**src/rtl/avalon_pio_in_irq_pkg.sv**
```systemverilog
// Shared constants and helpers for the Avalon-MM input PIO with interrupt.
package avalon_pio_pkg;

  localparam logic [2:0] ADDR_DATA     = 3'd0;
  localparam logic [2:0] ADDR_IRQ_MASK = 3'd2;
  localparam logic [2:0] ADDR_EDGE_CAP = 3'd3;
  localparam logic [2:0] ADDR_CTRL     = 3'd4;

  typedef enum logic [1:0] {
    EDGE_RISE = 2'd0,
    EDGE_FALL = 2'd1,
    EDGE_ANY  = 2'd2
  } edge_sel_e;

  localparam int CTRL_EDGE_LSB = 0;
  localparam int CTRL_EDGE_MSB = 1;
  localparam int CTRL_IRQ_MODE = 2;
  localparam int CTRL_DEB_EN   = 3;
  localparam int CTRL_W        = 4;

  // Select code 3 is deliberately folded into "any edge".
  function automatic logic [31:0] edge_detect(input logic [31:0] cur,
                                              input logic [31:0] prev,
                                              input logic [1:0]  sel);
    logic [31:0] det;
    case (sel)
      EDGE_RISE: det = cur & ~prev;
      EDGE_FALL: det = ~cur & prev;
      default:   det = cur ^ prev;
    endcase
    return det;
  endfunction

endpackage

```
**src/rtl/avalon_pio_in_irq_if.sv**
```systemverilog
// Avalon-MM slave port bundle for the input PIO.
interface avalon_pio_in_irq_if;
  logic [2:0]  address;
  logic        chipselect;
  logic        write_n;
  logic [31:0] writedata;
  logic [31:0] readdata;

  modport master (output address, chipselect, write_n, writedata, input readdata);
  modport slave  (input address, chipselect, write_n, writedata, output readdata);
endinterface

```
**src/rtl/avalon_pio_in_irq_sync_debounce.sv**
```systemverilog
// Synchroniser, debounce prescaler and per-bit filter for the PIO inputs.
// o_update pulses in the cycle after o_filtered was loaded.
module pio_sync_debounce #(
  parameter int WIDTH           = 18,
  parameter int SYNC_STAGES     = 2,
  parameter int DEBOUNCE_CYCLES = 1000
) (
  input  logic             clk,
  input  logic             reset_n,
  input  logic [WIDTH-1:0] i_in,
  input  logic             i_deb_en,
  output logic [WIDTH-1:0] o_filtered,
  output logic             o_update
);

  localparam int PRESC_W = (DEBOUNCE_CYCLES > 2) ? $clog2(DEBOUNCE_CYCLES) : 1;
  localparam logic [PRESC_W-1:0] PRESC_LAST = PRESC_W'(DEBOUNCE_CYCLES - 1);

  logic [WIDTH-1:0]       r_sync [SYNC_STAGES];
  logic [SYNC_STAGES-1:0] r_fill;
  logic [PRESC_W-1:0]     r_presc;
  logic [WIDTH-1:0]       r_sample;
  logic                   r_sample_ok;
  logic [WIDTH-1:0]       r_filtered;
  logic                   r_update;

  logic [WIDTH-1:0] w_sync_q;
  logic             w_sync_ok;
  logic             w_tick;
  logic [WIDTH-1:0] w_agree;
  logic [WIDTH-1:0] w_filt_next;
  logic             w_load;

  assign w_sync_q  = r_sync[SYNC_STAGES-1];
  // r_fill marks the chain as full so reset zeros are never mistaken for input.
  assign w_sync_ok = r_fill[SYNC_STAGES-1];
  assign w_tick    = i_deb_en && (r_presc == PRESC_LAST);
  assign w_agree   = ~(w_sync_q ^ r_sample);

  always_ff @(posedge clk or negedge reset_n) begin
    if (!reset_n) begin
      for (int i = 0; i < SYNC_STAGES; i++) r_sync[i] <= '0;
      r_fill <= '0;
    end else begin
      r_sync[0] <= i_in;
      for (int i = 1; i < SYNC_STAGES; i++) r_sync[i] <= r_sync[i-1];
      r_fill <= {r_fill[SYNC_STAGES-2:0], 1'b1};
    end
  end

  always_comb begin
    w_filt_next = r_filtered;
    w_load      = 1'b0;
    if (!i_deb_en) begin
      if (w_sync_ok) begin
        w_filt_next = w_sync_q;
        w_load      = 1'b1;
      end else begin
        w_filt_next = r_filtered;
      end
    end else if (w_tick && w_sync_ok && r_sample_ok) begin
      w_filt_next = (r_filtered & ~w_agree) | (w_sync_q & w_agree);
      w_load      = 1'b1;
    end else begin
      w_filt_next = r_filtered;
    end
  end

  always_ff @(posedge clk or negedge reset_n) begin
    if (!reset_n) begin
      r_presc     <= '0;
      r_sample    <= '0;
      r_sample_ok <= 1'b0;
      r_filtered  <= '0;
      r_update    <= 1'b0;
    end else begin
      r_filtered <= w_filt_next;
      r_update   <= w_load;
      if (!i_deb_en) begin
        r_presc     <= '0;
        r_sample_ok <= 1'b0;
      end else begin
        r_presc <= w_tick ? '0 : r_presc + PRESC_W'(1);
        if (w_tick && w_sync_ok) begin
          r_sample    <= w_sync_q;
          r_sample_ok <= 1'b1;
        end
      end
    end
  end

  assign o_filtered = r_filtered;
  assign o_update   = r_update;

endmodule

```
**src/rtl/avalon_pio_in_irq.sv**
```systemverilog
// Avalon-MM input PIO: filtered inputs, sticky edge capture with W1C,
// and a maskable level- or edge-sourced interrupt.
module avalon_pio_in_irq
  import avalon_pio_pkg::*;
#(
  parameter int WIDTH           = 18,
  parameter int SYNC_STAGES     = 2,
  parameter int DEBOUNCE_CYCLES = 1000
) (
  input  logic                clk,
  input  logic                reset_n,
  avalon_pio_in_irq_if.slave  bus,
  input  logic [WIDTH-1:0]    in_port,
  output logic                irq
);

  logic [WIDTH-1:0]  r_mask;
  logic [WIDTH-1:0]  r_cap;
  logic [CTRL_W-1:0] r_ctrl;
  logic [WIDTH-1:0]  r_edge_prev;
  logic              r_primed;
  logic [31:0]       r_readdata;

  logic [WIDTH-1:0]  w_filtered;
  logic              w_update;
  logic              w_wr;
  logic [WIDTH-1:0]  w_clr;
  logic [WIDTH-1:0]  w_edges;
  logic [31:0]       w_rd_mux;
  logic              w_unused_wdata;

  pio_sync_debounce #(
    .WIDTH           (WIDTH),
    .SYNC_STAGES     (SYNC_STAGES),
    .DEBOUNCE_CYCLES (DEBOUNCE_CYCLES)
  ) u_filter (
    .clk        (clk),
    .reset_n    (reset_n),
    .i_in       (in_port),
    .i_deb_en   (r_ctrl[CTRL_DEB_EN]),
    .o_filtered (w_filtered),
    .o_update   (w_update)
  );

  assign w_wr           = bus.chipselect && !bus.write_n;
  assign w_unused_wdata = ^bus.writedata;
  assign w_clr   = (w_wr && (bus.address == ADDR_EDGE_CAP)) ? bus.writedata[WIDTH-1:0] : '0;
  // Until primed, edge_prev may still hold the reset value, so detection is held off.
  assign w_edges = r_primed ? WIDTH'(edge_detect(32'(w_filtered), 32'(r_edge_prev),
                                                 r_ctrl[CTRL_EDGE_MSB:CTRL_EDGE_LSB]))
                            : '0;

  always_ff @(posedge clk or negedge reset_n) begin
    if (!reset_n) begin
      r_mask      <= '0;
      r_cap       <= '0;
      r_ctrl      <= '0;
      r_edge_prev <= '0;
      r_primed    <= 1'b0;
    end else begin
      r_edge_prev <= w_filtered;
      if (w_update) r_primed <= 1'b1;
      // A new edge wins over a simultaneous clear of the same bit.
      r_cap <= (r_cap & ~w_clr) | w_edges;
      if (w_wr && (bus.address == ADDR_IRQ_MASK)) r_mask <= bus.writedata[WIDTH-1:0];
      if (w_wr && (bus.address == ADDR_CTRL))     r_ctrl <= bus.writedata[CTRL_W-1:0];
    end
  end

  always_comb begin
    w_rd_mux = 32'h0;
    case (bus.address)
      ADDR_DATA:     w_rd_mux = 32'(w_filtered);
      ADDR_IRQ_MASK: w_rd_mux = 32'(r_mask);
      ADDR_EDGE_CAP: w_rd_mux = 32'(r_cap);
      ADDR_CTRL:     w_rd_mux = {28'h0, r_ctrl};
      default:       w_rd_mux = 32'h0;
    endcase
  end

  always_ff @(posedge clk or negedge reset_n) begin
    if (!reset_n) r_readdata <= 32'h0;
    else          r_readdata <= w_rd_mux;
  end

  assign bus.readdata = r_readdata;
  assign irq = r_ctrl[CTRL_IRQ_MODE] ? |(r_cap & r_mask) : |(w_filtered & r_mask);

endmodule

```
**src/flat_wrapper.sv**
```systemverilog
// flat-port wrapper written by rule: the top's interface ports become plain ports
module avalon_pio_in_irq_flat import avalon_pio_pkg::*;
#(
  parameter int WIDTH           = 18,
  parameter int SYNC_STAGES     = 2,
  parameter int DEBOUNCE_CYCLES = 1000
)
  (clk, reset_n, in_port, irq, bus_address, bus_chipselect, bus_write_n, bus_writedata, bus_readdata);
  avalon_pio_in_irq_if bus_i ();
  input  logic clk;
  input  logic reset_n;
  input  logic [WIDTH-1:0] in_port;
  output logic irq;
  input wire logic [$bits(bus_i.address)-1:0] bus_address;
  input wire logic [$bits(bus_i.chipselect)-1:0] bus_chipselect;
  input wire logic [$bits(bus_i.write_n)-1:0] bus_write_n;
  input wire logic [$bits(bus_i.writedata)-1:0] bus_writedata;
  output wire logic [$bits(bus_i.readdata)-1:0] bus_readdata;
  assign bus_i.address = bus_address;
  assign bus_i.chipselect = bus_chipselect;
  assign bus_i.write_n = bus_write_n;
  assign bus_i.writedata = bus_writedata;
  assign bus_readdata = bus_i.readdata;
  avalon_pio_in_irq #(.WIDTH(WIDTH), .SYNC_STAGES(SYNC_STAGES), .DEBOUNCE_CYCLES(DEBOUNCE_CYCLES)) u_core (.clk(clk), .reset_n(reset_n), .bus(bus_i), .in_port(in_port), .irq(irq));
endmodule
```
**config.mk**
```make
export PLATFORM = sky130hd
export DESIGN_NAME = avalon_pio_in_irq_flat
export DESIGN_NICKNAME = d
export VERILOG_FILES = /design/src/rtl/avalon_pio_in_irq_pkg.sv /design/src/rtl/avalon_pio_in_irq_if.sv /design/src/rtl/avalon_pio_in_irq_sync_debounce.sv /design/src/rtl/avalon_pio_in_irq.sv /design/src/flat_wrapper.sv
export SDC_FILE = /design/constraint.sdc
export NUM_CORES = 1
export LEC_CHECK = 0
export ABC_AREA = 1
export BUFFER_PORTS_ARGS = -buffer_cell sky130_fd_sc_hd__buf_4
export CAP_MARGIN = 20
export CORE_UTILIZATION = 30
export DETAILED_ROUTE_END_ITERATION = 6
export PLACE_DENSITY = 0.53
export SETUP_SLACK_MARGIN = 0.15
export SYNTH_ARGS = -nofsm -noshare
export SYNTH_HDL_FRONTEND = slang
export SYNTH_SLANG_ARGS = --single-unit
```
**constraint.sdc**
```tcl
create_clock -name clk -period 2.2 [get_ports clk]
set_input_delay 0.11 -clock clk [delete_from_list [all_inputs] [get_ports clk]]
set_output_delay 0.11 -clock clk [all_outputs]
set_load 0.02 [all_outputs]
```
* Yosys cells after proc, flatten, opt, wreduce, memory -nomap -nowiden
Index checks and enable logic that the tools add are counted.
** Storage, ports and cells
- Register bits after elaboration :: 163
- Input port bits :: 57
- Output and inout bits :: 33
- Word-level logic and storage cells :: 68
** Operators by class
- Add/subtract/negate cells :: 1
- Equality and inequality tests :: 7
- Multiplexer cells :: 15
- Bitwise gates (word level) :: 16
- Reductions and logical operators :: 15
** Operators with widths (number)
- $and 18x18->18 :: 7
- $mux 18 :: 5
- $not 18->18 :: 5
- $pmux 18 s4 :: 1
- $or 18x18->18 :: 2
- $pmux 18 s2 :: 1
- $reduce_or 18->1 :: 2
- $xor 18x18->18 :: 2
- $mux 10 :: 2
- $add 10x1->10 const B :: 1
- $eq 10x10->1 const B :: 1
- $logic_and 1x1->1 :: 7
- $eq 3x2->1 const B :: 2
- $mux 1 :: 6
- $ne 2x2->1 const B :: 2
- $reduce_and 2->1 :: 2
- $eq 3x3->1 const B :: 1
- $logic_not 3->1 :: 1
- $eq 2x1->1 const B :: 1
- $logic_not 2->1 :: 1
- $reduce_bool 2->1 :: 1
- $logic_not 1->1 :: 1

* Logic depth before layout (Yosys ltp)
Gate-level depths: netlist (run 1).
- Word-level depth :: 7
- Depth in mapped cells :: 9
- Mapped depth without buffers :: 8

* Cells and area by module
A second synthesis (run 1) with hierarchy kept.
** Second synthesis, totals
- Cells, all modules :: 811
- Area total of the unflattened synthesis :: 7467.2 um^2
** Modules (own cells, without submodules)
- avalon_pio_in_irq :: instances 1, cells each 457, area an instance 4096.4 um^2, seq. area each 1926.8 um^2
- pio_sync_debounce :: instances 1, cells each 354, area an instance 3370.7 um^2, seq. area each 2152.1 um^2

* Least setup slack after synthesis (run 1)
No wires, ideal clock.
- Path kind :: reg2reg
- Start :: register u_core.u_filter.r_presc[0]
- End :: register with a tool-made name
- Setup time :: 0.117 ns
- Arrival :: 1.287 ns
- Data required time :: 2.083 ns
- Path slack :: 0.796 ns
- Cell stages (with the launch flop) :: 10
- Path buffers :: 1
- Period minus slack after synthesis :: 1.404 ns
- Path through :: dfrtp_1 ha_1 nand2_2 nor2_2 nand3_2 nand2_4 buf_6 nand3_1 nand2_1 nand2_1
** RTL lines
- from (decl) :: line avalon_pio_in_irq_sync_debounce.sv:21 : logic [PRESC_W-1:0] r_presc;
- from (signal assigned) :: line avalon_pio_in_irq_sync_debounce.sv:83 : r_presc <= w_tick ? '0 : r_presc + PRESC_W'(1);

==> results of run 1 <==
## logic make-up (layout without fill, tap and decap cells)
| logic type | after synthesis | after routing | share of synthesized area (%) |
|---|---|---|---|
| AOI/OAI and AO/OA | 184 | 184 | 14.85 |
| xor gates and xnor gates | 4 | 4 | 0.4611 |
| adders and majority gates | 37 | 37 | 6.092 |
| buffers and inverters | 155 | 258 | 9.304 |
| DFF | 163 | 163 | 53.68 |
| other | 2 | 15 | 0.09883 |
| and+or+nand+nor | 264 | 264 | 15.51 |
## layout make-up
class                      instances  share of cell area (%)
multi-input combinational        504                   30.73
sequential                       163                   43.80
clock inverter                    15                   1.854
clock buffer                      17                   4.568
inverter                         113                   4.555
tap                              324                   4.353
timing repair buffer             113                   10.14
## routing by layer
| layer | global-route usage, % | vias to the layer above | routed length (µm) |
|---|---|---|---|
| met5 | 0 | - | 0 |
| met4 | 3.988 | 0 | 213 |
| met3 | 2.953 | 10 | 795 |
| met2 | 22.75 | 128 | 7954 |
| met1 | 20.10 | 2671 | 8402 |
| li1 | - | 2844 | - |
## power by group through the flow
stage | clock network (µW) | registers [µW] | logic (µW)
floorplan | 0 | 3720 | 1180
global placement | 0 | 3790 | 1680
detailed placement | 0 | 3800 | 1730
CTS | 3120 | 3750 | 1790
global route | 3260 | 3820 | 2030
finish | 3050 | 3750 | 1760
## metrics by stage
| stage | utilization (%) | cell area, µm² | cells |
|---|---|---|---|
| 6_report | 37.85 | 9313 | 1249 |
| 5_1_grt | 37.85 | 9313 | 1249 |
| 4_1_cts | 37.85 | 9313 | 1249 |
| 3_5_place_dp | 34.12 | 8394 | 1185 |
| 3_3_place_gp | 34.12 | 8394 | 1185 |
| 2_1_floorplan | - | 7647 | 822 |
## cell usage after synthesis (2+ instances only)
cell,number
a21oi_1,58
buf_2,9
buf_4,14
buf_6,8
clkbuf_1,10
conb_1,2
dfrtp_1,163
ha_1,37
inv_1,107
inv_2,5
nand2_1,165
nand2_2,15
nand3_1,25
nand3_2,2
nand4_1,18
nor2_1,27
nor2_4,3
o2111ai_1,2
o211ai_1,8
o21ai_0,52
o21ai_1,15
o21ai_2,18
o221ai_1,23
o22ai_1,4
or2_2,3
xor2_1,3
## worst paths after layout
path,end,cells past startpoint,start,slack (ns)
worst min register to register,u_core.u_filter.r_fill[1],0,u_core.u_filter.r_fill[0],0.35
max in group asynchronous,u_core.u_filter.r_sample[7],3,reset_n,1.28
min in group asynchronous,u_core.u_filter.r_sync[35],2,reset_n,0.26
worst max-delay path,irq,7,flip-flop,0.34
worst min-delay path,u_core.r_ctrl[1],3,bus_writedata[1],0.004
worst max register to register,u_core.u_filter.r_sample[2],7,u_core.r_ctrl[3],0.45
## critical path, cell delays in order (launching register included)
cell,delay [ns]
dfrtp_1,0.40
inv_1,0.10
o21ai_0,0.30
nor2_1,0.09
nand2_1,0.08
nor2_1,0.05
nor2_1,0.14
buf_4,0.17
==> flow_metrics.py, run 1 <==
metrics = {
    "status": {
        "outcome": "complete, no violations",
    },
    "logic_synthesis": {
        "yosys.area.top_type": "dfrtp_1",
        "netlist.area_leader.share_pct": 53.68,
        "synth_enable_flop_cells": 0,
        "synth_warnings": 0,
        "synth.distinct_cells": 39,
        "ys_seq_area_share_pct": 53.68,
        "ys.flop_type": "dfrtp_1",
        "syn_inst": 809,
        "ys_ff_latch": 163,
        "synth_area_leaders": "dfrtp_1 (54%), nand2_1 (8.2%), ha_1 (6.1%)",
        "ys_async_sr_fraction_pct": 100.0,
        "syn_area_mm2": 0.007599,
        "syn_avg_cell_area_um2": 9.393,
    },
    "clock_network": {
        "holdBufCountCts": 32,
        "cts.sinks": 163,
        "cts_tree": "done",
        "cts_root_buf": "clkbuf_16",
        "insertion_delay_ns": 0.43,
        "cts_resized": 0,
        "h-tree-depth": 4,
        "cts_setup_buffers": 0,
        "cts.path.max_buffers": 2,
        "cts_buffers": 17,
        "path_clk_slew_ns": 0.07,
    },
    "routing": {
        "wire_per_inst_um": 13.90,
        "drt_iter0_markers": 401,
        "routed_wirelength_mm": 17.37,
        "viasPerCell": 4.526,
        "dr.pass1.iters": 5,
        "post-route-drc-count": 0,
        "antenna_left": 0,
        "num_vias": 5653,
    },
    "global_routing": {
        "overflow": 0,
        "antenna_found_initial": 0,
        "grt_pass1_wl_mm": 29.12,
        "grt_max_degree": 65,
        "grt.total_usage_pct": 14.45,
        "grt_pass1_vias": 5470,
    },
    "placement": {
        "hpwl_mm": 11.68,
        "numPortBuffers": 61,
        "place_ws_ns": 0.4439,
        "place.gp.congestion": 0.8044,
    },
    "die": {
        "dieArea_mm2": 0.02597,
        "pin_count": 90,
        "rows": 57,
        "die_w_um": 161.2,
        "initial_core_util_pct": 30.88,
        "die_h_um": 161.2,
        "core_area_mm2": 0.02460,
    },
    "power_and_ir_drop": {
        "ir_worst_vdd_uv": 478.3,
        "pwr-share-comb_pct": 20.6,
        "p_clk_share_pct": 35.6,
        "p_total_uw": 8563,
        "power_density_mw_per_mm2": 919.5,
        "p_sw_share_pct": 32.25,
        "power_leakage_uw": 0.004382,
        "p_int_uw": 5802,
        "p_sw_uw": 2761,
        "p_seq_share_pct": 43.8,
    },
    "critical_path": {
        "crit_type": "reg -> out",
        "end_kind": "output port",
        "critPathArrivalTime_ns": 1.75,
        "start_kind": "flip-flop",
        "critPathRequiredTime_ns": 2.09,
        "crit_path_max_fanout": 4,
    },
    "timing": {
        "finClkSkew_ns": 0.01230,
        "hold_slack_ns": 0.004070,
        "relSlewSlack_pct": 45.04,
        "finalHoldViolations": 0,
        "timing.final.max_slew_violations": 0,
        "rsz0062_at_grt": "no",
        "tns_ns": 0,
        "tightestPinTransition_ns": 0.8224,
        "fin_ws_ns": 0.3407,
        "period_minus_slack_ns": 1.859,
        "post-route-period-util_pct": 84.51,
        "fmax_mhz": 537.8,
        "finalSetupViolations": 0,
    },
    "layout": {
        "multi_input_area_mm2": 0.002861,
        "layout-drive-gt1-share_pct": 17.62,
        "fillCellCount": 2512,
        "nNetsFinal": 1006,
        "syn_to_final_growth_pct": 22.56,
        "final_cell_mix": "nand2_1 (165), dfrtp_1 (163), inv_1 (107)",
        "diodes": 0,
        "final_common_cell": "nand2_1",
        "regArea_mm2": 0.004079,
    },
    "hold_path": {
        "hold_path_class": "in -> reg",
    },
    "job": {
        "drv_cap": 0,
    },
}
Note: power is estimated with default switching activity, not from simulation.
==> inputs of run 2 (changes only) <==
==> constraint.sdc (replaced) <==
create_clock -name clk -period 1.78 [get_ports clk]
set_input_delay 0.089 -clock clk [delete_from_list [all_inputs] [get_ports clk]]
set_output_delay 0.089 -clock clk [all_outputs]
set_load 0.02 [all_outputs]
==> run 2 against run 1 <==
  * Final cell count is 2.5% higher
  * First-iteration DRC count is 13% lower
  * Critical path type unchanged
  * Total power is 31% higher
  * Hold slack better by 0.023 ns
  * Highest routed layer unchanged
  * Clock skew is 0.0023 ns lower
  * Register-to-register slack worse by 0.24 ns
  * Flip-flop and latch count stayed put
  * Setup slack worse by 0.22 ns
  * Sequential share of layout area is 2.0 points lower
==> flow_metrics.py, run 2 (synthesis results as in run 1) <==
metrics = {
    "layout": {
        "syn_to_final_growth_pct": 28.55,
        "final_common_cell": "nand2_1",
        "fillCellCount": 2450,
        "final_cell_mix": "nand2_1 (162), dfrtp_1 (157), inv_1 (105)",
        "layout-drive-gt1-share_pct": 21.76,
        "regArea_mm2": 0.004086,
        "nNetsFinal": 1038,
        "diodes": 0,
        "fin_area_mm2": 0.009768,
        "multi_input_area_mm2": 0.002892,
    },
    "timing": {
        "finalHoldViolations": 0,
        "relSlewSlack_pct": 44.65,
        "period_minus_slack_ns": 1.658,
        "finClkSkew_ns": 0.01004,
        "timing.final.max_slew_violations": 0,
        "finalSetupViolations": 0,
        "fmax_mhz": 603.3,
        "tns_ns": 0,
        "hold_slack_ns": 0.02742,
        "post-route-period-util_pct": 93.12,
        "rsz0062_at_grt": "yes",
        "tightestPinTransition_ns": 0.8302,
    },
    "global_routing": {
        "overflow": 0,
        "grt_pass1_vias": 5301,
        "grt_max_degree": 56,
        "grt_pass1_wl_mm": 28.39,
        "grt.total_usage_pct": 14.25,
        "antenna_found_initial": 0,
    },
    "routing": {
        "wire_per_inst_um": 13.69,
        "post-route-drc-count": 0,
        "antenna_left": 0,
        "dr.pass1.iters": 5,
        "drt_iter0_markers": 347,
        "routed_wirelength_mm": 17.52,
        "viasPerCell": 4.465,
        "num_vias": 5715,
    },
    "power_and_ir_drop": {
        "p_sw_share_pct": 30.39,
        "p_seq_share_pct": 40.9,
        "power_density_mw_per_mm2": 1151,
        "p_sw_uw": 3416,
        "ir_worst_vdd_uv": 456.5,
        "power_leakage_uw": 0.004600,
        "p_clk_share_pct": 36.2,
        "pwr-share-comb_pct": 23.0,
        "p_int_uw": 7824,
    },
    "status": {
        "outcome": "complete, no violations",
    },
    "placement": {
        "numPortBuffers": 61,
        "placed_cell_area_mm2": 0.008507,
        "hpwl_mm": 11.60,
        "place.gp.congestion": 0.8188,
    },
    "critical_path": {
        "crit_end": "irq",
        "crit_type": "reg -> out",
        "r2r_setup_slack_ns": 0.21,
        "critPathRequiredTime_ns": 1.69,
        "start_kind": "flip-flop",
        "crit_path_max_fanout": 5,
        "critPathArrivalTime_ns": 1.57,
        "end_kind": "output port",
        "r2r_start": "u_core.u_filter.r_presc[1]",
        "ff2ff_path_depth": 9,
    },
    "die": {
        "die_w_um": 161.2,
        "initial_core_util_pct": 30.88,
        "dieArea_mm2": 0.02597,
        "die_h_um": 161.2,
        "pin_count": 90,
        "rows": 57,
        "core_area_mm2": 0.02460,
    },
    "clock_network": {
        "cts_buffers": 17,
        "cts_root_buf": "clkbuf_16",
        "insertion_delay_ns": 0.43,
        "cts.path.max_buffers": 2,
        "cts_tree": "done",
        "cts.sinks": 163,
        "h-tree-depth": 4,
        "path_clk_slew_ns": 0.06,
    },
    "hold_path": {
        "worstHoldStart": "bus_writedata[6]",
        "hold_path_class": "in -> reg",
    },
    "job": {
        "drv_cap": 0,
    },
}
## run 2: cell types whose count changed in the layout (fill, tap and decap cells not counted), moves of 4 or more
| cell | delta |
|---|---|
| dfrtp_2 | +6 |
| buf_12 | +6 |
| o21ai_0 | -6 |
| dlygate4sd3_1 | +4 |
| dfrtp_1 | -6 |
| buf_4 | +19 |
## run 2: worst max-delay path: stages (launching register included)
cell and delay (ns):
dfrtp_1 0.46, nand2_1 0.09, nand2_1 0.06, nor2_2 0.10, nand3_1 0.11, nor2_1 0.10, nor2_1 0.07, buf_4 0.15
## run 2: routing by layer
layer / GRT usage [%] / wire, µm
met5: 0 / 0
met4: 5.017 / 204
met3: 2.568 / 615
met2: 21.36 / 7840
met1: 20.52 / 8863
## run 2: final cells by class
| type | instances | share of cell area, % |
|---|---|---|
| Clock inverter | 14 | 2.318 |
| Multi-Input combinational cell | 504 | 29.60 |
| Inverter | 113 | 4.342 |
| Clock buffer | 17 | 4.355 |
| Tap cell | 324 | 4.150 |
| Sequential cell | 163 | 41.83 |
| Timing Repair Buffer | 145 | 13.40 |
## run 2: how the worst min path moves through the flow
stage	endpoint	slack (ns)	depth (start not counted)
6_report	u_core.r_mask[6]	0.03	3
5_1_grt	u_core.r_mask[6]	0.04	3
4_1_cts	u_core.r_mask[6]	0.001	3
3_5_place_dp	u_core.u_filter.r_presc[0]	0.03	1
3_3_place_gp	u_core.u_filter.r_presc[0]	0.03	1
2_1_floorplan	async pin	-0.21	0
## run 2: timing repair
item                                    4_1_cts  5_1_grt
endpoints found under the setup margin       18       19
buffers inserted                             11       10
pin swaps                                     6       10
endpoints found under the hold margin       179        0
gates resized for setup                      12       13
hold buffers                                 36        0
cloned                                        0        2
## run 2: power by group through the flow
| stage | Clock (µW) | Combinational (µW) | Sequential, µW |
|---|---|---|---|
| after floorplan | 0 | 1460 | 4600 |
| after global placement | 0 | 2150 | 4670 |
| after detailed placement | 0 | 2210 | 4680 |
| after CTS | 4180 | 2460 | 4580 |
| after global routing | 4330 | 2930 | 4660 |
| final | 4060 | 2580 | 4590 |
## run 2: stage by stage
| step | cells | setup slack, ns | power, µW | util, % |
|---|---|---|---|---|
| floorplan | 822 | 0.3764 | 6060 | - |
| global placement | 1190 | 0.1859 | 6827 | 34.57 |
| detailed placement | 1190 | 0.1481 | 6890 | 34.57 |
| CTS | 1268 | 0.1111 | 11220 | 39.11 |
| global route | 1280 | 0.05749 | 11930 | 39.70 |
| finish | 1280 | 0.1224 | 11240 | 39.70 |
==> inputs of run 3 (changes only) <==
--- a/config.mk
+++ b/config.mk
@@ -9,9 +9,10 @@
 export BUFFER_PORTS_ARGS = -buffer_cell sky130_fd_sc_hd__buf_4
 export CAP_MARGIN = 20
 export CORE_UTILIZATION = 30
+export CTS_CLUSTER_DIAMETER = 50
+export CTS_CLUSTER_SIZE = 25
 export DETAILED_ROUTE_END_ITERATION = 6
 export PLACE_DENSITY = 0.53
-export SETUP_SLACK_MARGIN = 0.15
 export SYNTH_ARGS = -nofsm -noshare
 export SYNTH_HDL_FRONTEND = slang
 export SYNTH_SLANG_ARGS = --single-unit
==> run 3 against run 2 <==
  * Final cell count is 1.7% lower
  * Maximum frequency is 2.4% lower
  * Die area stayed put
  * Via count is 2.5% lower
  * Clock-buffer cell count stayed put
  * Utilization is 0.93 points lower
  * Design area is 2.3% lower
  * Critical path depth stayed put
  * Clock power hardly changed
  * Sequential share of layout area is 0.95 points higher
  * Setup slack worse by 0.040 ns
==> flow_metrics.py, run 3 (synthesis results as in run 1) <==
metrics = {
    "placement": {
        "place.gp.congestion": 0.8188,
        "hpwl_mm": 11.60,
        "placed_cell_area_mm2": 0.008507,
        "numPortBuffers": 61,
    },
    "layout": {
        "layout-drive-gt1-share_pct": 18.63,
        "final_core_util_pct": 38.77,
        "regArea_mm2": 0.004081,
        "final_common_cell": "nand2_1",
        "fillCellCount": 2467,
        "multi_input_area_mm2": 0.002872,
        "syn_to_final_growth_pct": 25.54,
        "nNetsFinal": 1016,
        "final_cell_mix": "nand2_1 (164), dfrtp_1 (161), inv_1 (106)",
        "fin_area_mm2": 0.009539,
        "diodes": 0,
    },
    "routing": {
        "wire_per_inst_um": 13.43,
        "num_vias": 5574,
        "antenna_left": 0,
        "dr.pass1.iters": 5,
        "routed_wirelength_mm": 16.89,
        "drt_iter0_markers": 377,
        "viasPerCell": 4.431,
        "post-route-drc-count": 0,
    },
    "global_routing": {
        "grt_max_degree": 56,
        "overflow": 0,
        "antenna_found_initial": 0,
        "grt.total_usage_pct": 14.02,
        "grt_pass1_wl_mm": 28.00,
        "grt_pass1_vias": 5260,
    },
    "critical_path": {
        "end_kind": "output port",
        "crit_path_max_fanout": 5,
        "critPathRequiredTime_ns": 1.69,
        "cp_slowest_stage_delay_ns": 0.46,
        "cp_slowest_cell": "dfrtp_2",
        "crit_type": "reg -> out",
        "start_kind": "flip-flop",
        "critPathArrivalTime_ns": 1.61,
        "critical_path.cell_chain": "nand2_1 -> nand2_1 -> a21oi_2 -> nand3_1 -> nor2_1 -> nor2_1 -> buf_4",
        "r2r_setup_slack_ns": 0.20,
    },
    "clock_network": {
        "cts_buffers": 17,
        "insertion_delay_ns": 0.43,
        "cts.sinks": 163,
        "cts.path.max_buffers": 2,
        "h-tree-depth": 4,
        "path_clk_slew_ns": 0.06,
        "cts_tree": "done",
        "cts_root_buf": "clkbuf_16",
    },
    "die": {
        "die_h_um": 161.2,
        "pin_count": 90,
        "initial_core_util_pct": 30.88,
        "core_area_mm2": 0.02460,
        "die_w_um": 161.2,
        "dieArea_mm2": 0.02597,
        "rows": 57,
    },
    "status": {
        "outcome": "complete, no violations",
    },
    "timing": {
        "period_minus_slack_ns": 1.698,
        "finClkSkew_ns": 0.01242,
        "rsz0062_at_grt": "no",
        "post-route-period-util_pct": 95.39,
        "timing.final.max_slew_violations": 0,
        "fmax_mhz": 588.9,
        "relSlewSlack_pct": 43.87,
        "tns_ns": 0,
        "finalHoldViolations": 0,
        "hold_slack_ns": 0.02821,
        "tightestPinTransition_ns": 0.8420,
        "finalSetupViolations": 0,
    },
    "power_and_ir_drop": {
        "ir_worst_vdd_uv": 485.7,
        "power_leakage_uw": 0.004476,
        "power_density_mw_per_mm2": 1150,
    },
    "job": {
        "drv_cap": 0,
    },
    "hold_path": {
        "hold_path_class": "in -> reg",
    },
}
[run 3: layer usage]
layer | track usage, % | wire (µm) | vias up
met5 | 0 | 0 | -
met4 | 4.889 | 245 | 0
met3 | 2.568 | 728 | 19
met2 | 21.22 | 7448 | 114
met1 | 20.01 | 8466 | 2569
li1 | - | - | 2872
[run 3: stage by stage]
stage	power [µW]	setup slack, ns	std cells
final	10970	0.08203	1258
after detailed placement	6890	0.1481	1190
after global routing	11650	0.005029	1258
after global placement	6827	0.1859	1190
after floorplan	6060	0.3764	822
after CTS	11080	0.002350	1257
[run 3: timing repair]
item,4_1_cts,5_1_grt
hold buffers,36,0
pin swaps,0,5
hold endpoints to repair,179,0
setup buffers,0,1
setup endpoints to repair,1,9
resized for setup,2,9
[run 3: critical path, delay by kind of cell, from the launching register on]
| family | cells | cell delay, ns |
|---|---|---|
| flip-flops | 1 | 0.46 |
| AND/OR/NAND/NOR | 5 | 0.44 |
| buffers and inverters | 1 | 0.15 |
| AO/OA/AOI/OAI | 1 | 0.13 |
[run 3: layout make-up]
class,instances,area share [%]
flip-flops and latches,163,42.79
multi-input cells,504,30.10
repair buffers,123,11.58
clock buffers,17,4.460
inverters,113,4.446
well taps,324,4.250
clock inverters,14,2.374
[run 3: final timing paths]
path,startpoint,end,cells past startpoint
max,flip-flop,irq,7
min,bus_writedata[6],u_core.r_mask[6],3
max reg2reg,u_core.u_filter.r_presc[0],flip-flop,9
min reg2reg,u_core.u_filter.r_sync[26],u_core.u_filter.w_sync_q[8],0
max in group asynchronous,reset_n,u_core.r_ctrl[1],3
min in group asynchronous,reset_n,u_core.u_filter.r_presc[0],2
[run 3: report_power, final]
part           leakage, µW  switching [µW]  internal [µW]
Clock             0.000311            1560           2510
Sequential         0.00199             439           4190
Combinational      0.00218            1330            941
Total              0.00448            3330           7640
